==> src/rtl/gate_phase_stream.sv <==
// gate_phase_stream: phase-rotation gate on a streamed state vector.
// Three-stage multiply / add-round / shift-clamp pipeline with frame FSM.
module gate_phase_stream #(
  parameter int DATA_W     = 16,
  parameter int FRAC_W     = 15,
  parameter int NUM_QUBITS = 4,
  parameter int ROUND      = 1,
  parameter int SAT        = 1,
  localparam int QW = (NUM_QUBITS > 1) ? $clog2(NUM_QUBITS) : 1
) (
  input  logic              clk,
  input  logic              rst_n,
  input  logic              cfg_load,
  input  logic [QW-1:0]     cfg_target,
  input  logic [QW-1:0]     cfg_ctrl,
  input  logic              cfg_ctrl_en,
  input  logic [DATA_W-1:0] cfg_cos,
  input  logic [DATA_W-1:0] cfg_sin,
  output logic              cfg_err,
  input  logic              in_valid,
  output logic              in_ready,
  input  logic [DATA_W-1:0] in_re,
  input  logic [DATA_W-1:0] in_im,
  output logic              out_valid,
  input  logic              out_ready,
  output logic [DATA_W-1:0] out_re,
  output logic [DATA_W-1:0] out_im,
  output logic              out_last,
  output logic              busy,
  output logic              done
);

  localparam int PW = 2 * DATA_W;
  localparam int SW = 2 * DATA_W + 1;

  localparam logic [1:0] S_IDLE  = 2'd0;
  localparam logic [1:0] S_RUN   = 2'd1;
  localparam logic [1:0] S_DRAIN = 2'd2;

  localparam logic [NUM_QUBITS-1:0] IDX_LAST = '1;

  localparam logic [SW-1:0] RNDV =
    (ROUND != 0) ? SW'((64'd1 << FRAC_W) >> 1) : '0;
  localparam logic [DATA_W-1:0] COS_ID =
    DATA_W'((64'd1 << FRAC_W) - 64'd1);
  localparam logic [DATA_W-1:0] MAXV =
    {1'b0, {(DATA_W-1){1'b1}}};
  localparam logic [DATA_W-1:0] MINV =
    {1'b1, {(DATA_W-1){1'b0}}};

  // Bit b of the beat index; qubits beyond the frame read as 0.
  function automatic logic sel(
    input logic [NUM_QUBITS-1:0] v,
    input logic [QW-1:0]         b
  );
    sel = 1'b0;
    for (int i = 0; i < NUM_QUBITS; i++)
      if (b == QW'(i)) sel = v[i];
  endfunction

  // Drop fraction bits, then clamp or wrap into DATA_W.
  function automatic logic [DATA_W-1:0] fit(
    input logic signed [SW-1:0] v
  );
    logic signed [SW-1:0] sh;
    sh = v >>> FRAC_W;
    if (SAT != 0 &&
        sh != {{(SW-DATA_W){sh[DATA_W-1]}}, sh[DATA_W-1:0]})
      fit = sh[SW-1] ? MINV : MAXV;
    else
      fit = sh[DATA_W-1:0];
  endfunction

  logic [1:0]            state;
  logic [NUM_QUBITS-1:0] idx;
  logic                  live;

  logic [QW-1:0]            c_tgt, c_ctl;
  logic                     c_cen;
  logic signed [DATA_W-1:0] c_cos, c_sin;

  logic [QW-1:0]            e_tgt, e_ctl;
  logic                     e_cen;
  logic signed [DATA_W-1:0] e_cos, e_sin;

  logic adv, acc, load_ok, apply, xfer_last;

  logic              s1_v, s1_ap, s1_last;
  logic [DATA_W-1:0] s1_re, s1_im;
  logic signed [PW-1:0] s1_rc, s1_is, s1_rs, s1_ic;

  logic              s2_v, s2_ap, s2_last;
  logic [DATA_W-1:0] s2_re, s2_im;
  logic signed [SW-1:0] s2_sr, s2_si;

  assign adv       = ~out_valid | out_ready;
  assign in_ready  = live & adv & (state != S_DRAIN);
  assign acc       = in_valid & in_ready;
  assign load_ok   = cfg_load & (state == S_IDLE);
  assign xfer_last = out_valid & out_ready & out_last;
  assign busy      = (state != S_IDLE);

  // Config seen by the current beat: a load in IDLE takes effect at once.
  always_comb begin
    e_tgt = c_tgt;
    e_ctl = c_ctl;
    e_cen = c_cen;
    e_cos = c_cos;
    e_sin = c_sin;
    if (load_ok) begin
      e_tgt = cfg_target;
      e_ctl = cfg_ctrl;
      e_cen = cfg_ctrl_en;
      e_cos = cfg_cos;
      e_sin = cfg_sin;
    end
    apply = sel(idx, e_tgt) & (~e_cen | sel(idx, e_ctl));
  end

  // Config registers, identity rotation after reset.
  always_ff @(posedge clk or negedge rst_n) begin
    if (!rst_n) begin
      c_tgt <= '0;
      c_ctl <= '0;
      c_cen <= 1'b0;
      c_cos <= COS_ID;
      c_sin <= '0;
    end else if (load_ok) begin
      c_tgt <= cfg_target;
      c_ctl <= cfg_ctrl;
      c_cen <= cfg_ctrl_en;
      c_cos <= cfg_cos;
      c_sin <= cfg_sin;
    end
  end

  // Frame sequencing, beat index and status pulses.
  always_ff @(posedge clk or negedge rst_n) begin
    if (!rst_n) begin
      state   <= S_IDLE;
      idx     <= '0;
      live    <= 1'b0;
      done    <= 1'b0;
      cfg_err <= 1'b0;
    end else begin
      live    <= 1'b1;
      done    <= (state == S_DRAIN) & xfer_last;
      cfg_err <= cfg_load & (state != S_IDLE);
      if (acc) idx <= idx + NUM_QUBITS'(1);
      case (state)
        S_IDLE:  if (acc) state <= S_RUN;
        S_RUN:   if (acc && idx == IDX_LAST) state <= S_DRAIN;
        S_DRAIN: if (xfer_last) state <= S_IDLE;
        default: state <= S_IDLE;
      endcase
    end
  end

  // Three pipeline stages, all advancing together on adv.
  always_ff @(posedge clk or negedge rst_n) begin
    if (!rst_n) begin
      s1_v      <= 1'b0;
      s1_ap     <= 1'b0;
      s1_last   <= 1'b0;
      s1_re     <= '0;
      s1_im     <= '0;
      s1_rc     <= '0;
      s1_is     <= '0;
      s1_rs     <= '0;
      s1_ic     <= '0;
      s2_v      <= 1'b0;
      s2_ap     <= 1'b0;
      s2_last   <= 1'b0;
      s2_re     <= '0;
      s2_im     <= '0;
      s2_sr     <= '0;
      s2_si     <= '0;
      out_valid <= 1'b0;
      out_last  <= 1'b0;
      out_re    <= '0;
      out_im    <= '0;
    end else if (adv) begin
      s1_v    <= acc;
      s1_ap   <= apply;
      s1_last <= acc & (idx == IDX_LAST);
      s1_re   <= in_re;
      s1_im   <= in_im;
      s1_rc   <= PW'($signed(in_re)) * PW'(e_cos);
      s1_is   <= PW'($signed(in_im)) * PW'(e_sin);
      s1_rs   <= PW'($signed(in_re)) * PW'(e_sin);
      s1_ic   <= PW'($signed(in_im)) * PW'(e_cos);

      s2_v    <= s1_v;
      s2_ap   <= s1_ap;
      s2_last <= s1_last;
      s2_re   <= s1_re;
      s2_im   <= s1_im;
      s2_sr   <= {s1_rc[PW-1], s1_rc} - {s1_is[PW-1], s1_is} + RNDV;
      s2_si   <= {s1_rs[PW-1], s1_rs} + {s1_ic[PW-1], s1_ic} + RNDV;

      out_valid <= s2_v;
      out_last  <= s2_last;
      out_re    <= s2_ap ? fit(s2_sr) : s2_re;
      out_im    <= s2_ap ? fit(s2_si) : s2_im;
    end
  end

endmodule

==> config.mk <==
export PLATFORM = sky130hd
export DESIGN_NAME = gate_phase_stream
export DESIGN_NICKNAME = d
export VERILOG_FILES = /design/src/rtl/gate_phase_stream.sv
export SDC_FILE = /design/constraint.sdc
export NUM_CORES = 2
export LEC_CHECK = 0
export CAP_MARGIN = 25
export CORE_MARGIN = 2
export CORE_UTILIZATION = 30
export CTS_CLUSTER_DIAMETER = 200
export DETAILED_ROUTE_END_ITERATION = 16
export HOLD_SLACK_MARGIN = 0.03
export PLACE_DENSITY = 0.44
export SYNTH_ARGS = -nofsm -noshare
export SYNTH_HDL_FRONTEND = slang
export SYNTH_SLANG_ARGS = --single-unit
export TNS_END_PERCENT = 10
==> constraint.sdc <==
create_clock -name clk -period 10.55 [get_ports clk]
set_input_delay 2.11 -clock clk [delete_from_list [all_inputs] [get_ports clk]]
set_output_delay 2.11 -clock clk [all_outputs]
set_load 0.02 [all_outputs]
==> impl_metrics.yaml <==
run:
  drv_cap: 0
floorplan:
  dieHeight_um: 429
  pin_count: 112
  dieArea_um2: 184000
  die_x_um: 429
  initial_utilization_pct: 30.3
  core_area_um2: 179000
  core.rowCount: 155
min_path:
  hp-start: "s1_re[11]"
  worstHoldPathType: "reg -> reg"
cells_and_area:
  nFillCells: 18800
  multi_input_area_um2: 40800
  syn_to_final_growth_pct: 10.3
  seq_area_um2: 7880
  drive_above_1_share_pct: 5.21
  num-nets-final: 7427
yosys:
  synth_edf_count: 0
  syn-cell-area_um2: 54200
  synth_flop_cell: "dfrtp_1"
  synth.distinct_cells: 77
  synth_warnings: 0
  ys_seq_area_share_pct: 14.5
  synthArstFlopShare_pct: 100
  synth.avg_cell_area_um2: 9.26
  syn-num-nets: 7425
  synthesis.instances: 5852
  yosys.area.top_type: "fa_1"
  synth_top_area_share_pct: 38.7
  synth-seq-cells: 314
  synth_area_leaders: "fa_1 (39%), dfrtp_1 (14%), ha_1 (10%)"
placement:
  gp_congestion: 0.846
  portBuffers: 111
  hpwlAfterDp_um: 130000
critical_path:
  critical-path-max-stage-delay_ns: 0.68
  crit_family: "adder cells"
  critPathBufInv: 7
  timing.rr.start: "state[1]"
  crit_type: "in -> reg"
  crit_slowest_cell: "mux2_2"
  crit_start: "cfg_load"
  worstSetupEndpointType: "flip-flop"
  cp-start-kind: "primary input"
  arrival_ns: 9.83
  cp.required_ns: 11.09
  crit_top_cell: "fa_1"
  critPathMaxFanout: 33
drt:
  firstDrtPassIters: 5
  wire_per_inst_um: 19.5
  ant_nets: 0
  viasPerCell: 4.59
  first_iter_violations: 2085
  drt-total-wl_um: 161000
  drcViolationCount: 0
  vias: 37900
pwr:
  p_leak_nw: 30.1
  swShare_pct: 50.7
  intPower_mw: 8.26
  p_comb_share_pct: 77.9
  pwr-share-clk_pct: 9.5
  pwr-share-seq_pct: 12.6
  power_switching_mw: 8.48
  p_per_area_nw_per_um2: 280
  peakVddDrop_mv: 0.188
sta:
  setup_viol: 0
  timing.final.crit_period_ns: 9.30
  fin_hold_ws_ns: 0.461
  hold_violations: 0
  period_share_pct: 88.1
  fin_worst_skew_ns: 0.0398
  fmax_mhz: 108
  finalSetupTns_ns: 0
  rsz0062_at_grt: "false"
  slew_headroom_pct: 28.7
  maxSlewViolCount: 0
  worstMarginPinSlew_ns: 1.07
global_route:
  grt_pass1_vias: 40400
  grt_max_degree: 125
  gr-usage-all-layers_pct: 18.0
  antenna_found_initial: 20
  grt.overflow.total: 0
  grt_pass1_wl_um: 252000
clock_network:
  cts_root_buf: "clkbuf_16"
  ctsHoldBuffers: 0
  post-cts-setup-buffers: 0
  clk_latency_ns: 0.63
  h-tree-depth: 2
  numCtsBuffers: 43
  cts_sinks: 314
  path_clk_slew_ns: 0.07
  clock_path_buffers: 3
  cts_tree: "yes"
  cts_resized: 0
outcome:
  status: "finished clean"
==> cell usage in the layout, fill, tap and decap left out, types with 8 or more instances in the layout <==
cell type	count
inv_1	1196
fa_1	1048
nand2_1	844
and2_1	499
ha_1	451
dfrtp_1	298
nor2_1	254
a21oi_1	184
o21ai_0	113
buf_4	111
clkdlybuf4s50_1	103
xnor2_1	96
xor2_1	65
a21o_1	61
clkbuf_16	43
mux2_2	33
nand2b_1	33
mux2i_1	29
o211ai_1	27
o21a_1	24
a31oi_1	24
or2_2	22
o21bai_1	20
nor3_1	19
a211oi_1	18
nand3_1	17
o21ai_1	16
nor2b_1	15
dfstp_2	15
clkbuf_1	14
o31ai_1	12
and3_1	11
nor3b_1	11
a21oi_2	8
clkbuf_8	8
==> worst register-to-register path: stages (launching register included) <==
cell      delay, ns
dfrtp_1        0.40
or2_2          0.35
nor2_4         0.16
buf_12         0.26
mux2_2         0.76
and2_1         0.36
fa_1           0.48
inv_1          0.05
fa_1           0.45
fa_1           0.51
inv_1          0.05
fa_1           0.48
fa_1           0.49
inv_1          0.05
fa_1           0.47
inv_1          0.04
ha_1           0.33
o21a_1         0.22
a21oi_1        0.32
o21a_1         0.17
a211o_1        0.17
o21ai_1        0.25
a21oi_1        0.36
o21ai_1        0.10
a31oi_1        0.19
mux2_2         0.35
o211ai_1       0.09
==> worst paths after layout <==
| check | end | slack [ns] | depth (start not counted) |
|---|---|---|---|
| worst max-delay path | s1_rc[30] | 1.25 | 27 |
| worst max register to register | s1_rc[30] | 2.56 | 26 |
| worst min register to register | s2_re[11] | 0.46 | 2 |
| min in group asynchronous | out_re[15] | 1.56 | 1 |
| max in group asynchronous | s1_ic[30] | 6.95 | 3 |
| worst min-delay path | s2_re[11] | 0.46 | 2 |
==> through the flow <==
step	util (%)	setup slack, ns	instances	total power, mW	area, µm²
finish	33.4	1.25	8250	16.7	59800
global route	33.4	0.908	8244	18.7	59700
CTS	33.4	1.27	8243	16.9	59700
detailed placement	32.5	0.618	8163	15.2	58200
global placement	32.5	0.610	8159	15.1	58100
floorplan	-	1.79	5852	11.6	54200
==> power groups by stage <==
stage               clock (mW)  sequential (mW)  combinational, mW
global placement             0             2.13               13.0
global route              1.69             2.17               14.8
CTS                       1.65             2.12               13.2
finish                    1.59             2.11               13.0
detailed placement           0             2.15               13.1
floorplan                    0             2.02               9.58
==> registers in the layout (all words and copies together), names as in the netlist, 2 cells and up <==
name	flops
s2_si	18
out_im	16
s2_im	16
s1_rc	32
s1_im	16
c_cos	16
idx	4
s2_sr	18
c_sin	16
s1_ic	32
s1_is	32
state	2
s1_re	16
out_re	16
c_tgt	2
s1_rs	32
s2_re	16
c_ctl	2
==> final cells by class <==
| cell class | count | area share [%] |
|---|---|---|
| Antenna cell | 6 | 0.0251 |
| Timing Repair Buffer | 232 | 3.53 |
| Clock buffer | 65 | 2.07 |
| Inverter | 1196 | 7.51 |
| Clock inverter | 15 | 0.459 |
| Sequential cell | 314 | 13.2 |
| Tap cell | 2355 | 4.93 |
| Multi-Input combinational cell | 4067 | 68.3 |
==> synthesized netlist by cell type (16+ instances only) <==
| cell | number |
|---|---|
| mux2_2 | 33 |
| nor2_1 | 254 |
| o21ai_1 | 16 |
| o21ai_0 | 113 |
| xnor2_1 | 96 |
| nand2_1 | 844 |
| nand3_1 | 17 |
| o21bai_1 | 20 |
| or2_2 | 22 |
| a31oi_1 | 24 |
| nor2b_1 | 16 |
| nor3_1 | 19 |
| mux2i_1 | 31 |
| ha_1 | 451 |
| a21oi_1 | 184 |
| a21o_1 | 61 |
| fa_1 | 1048 |
| dfrtp_1 | 299 |
| and2_1 | 499 |
| o211ai_1 | 27 |
| xor2_1 | 65 |
| clkbuf_1 | 257 |
| inv_1 | 1196 |
| o21a_1 | 24 |
| a211oi_1 | 18 |
| nand2b_1 | 34 |
==> per-layer routing <==
metal,vias to the layer above,wire length (µm),track usage (%)
met5,-,69,0
li1,17600,-,-
met4,12,4830,4.69
met1,19300,75000,25.3
met3,161,7650,2.85
met2,696,73600,28.7
==> cell families after synthesis <==
kind of cell               after synthesis  synth area share, %
xor gates and xnor gates               161                 2.60
and+or+nand+nor                       1763                 15.3
DFF                                    314                 14.5
muxes                                   65                 1.30
buffers and inverters                 1471                 10.2
AOI/OAI and AO/OA                      578                 6.92
other                                    1              0.00692
adders and majority gates             1499                 49.1
No activity file was read; power rests on OpenSTA's default activity.
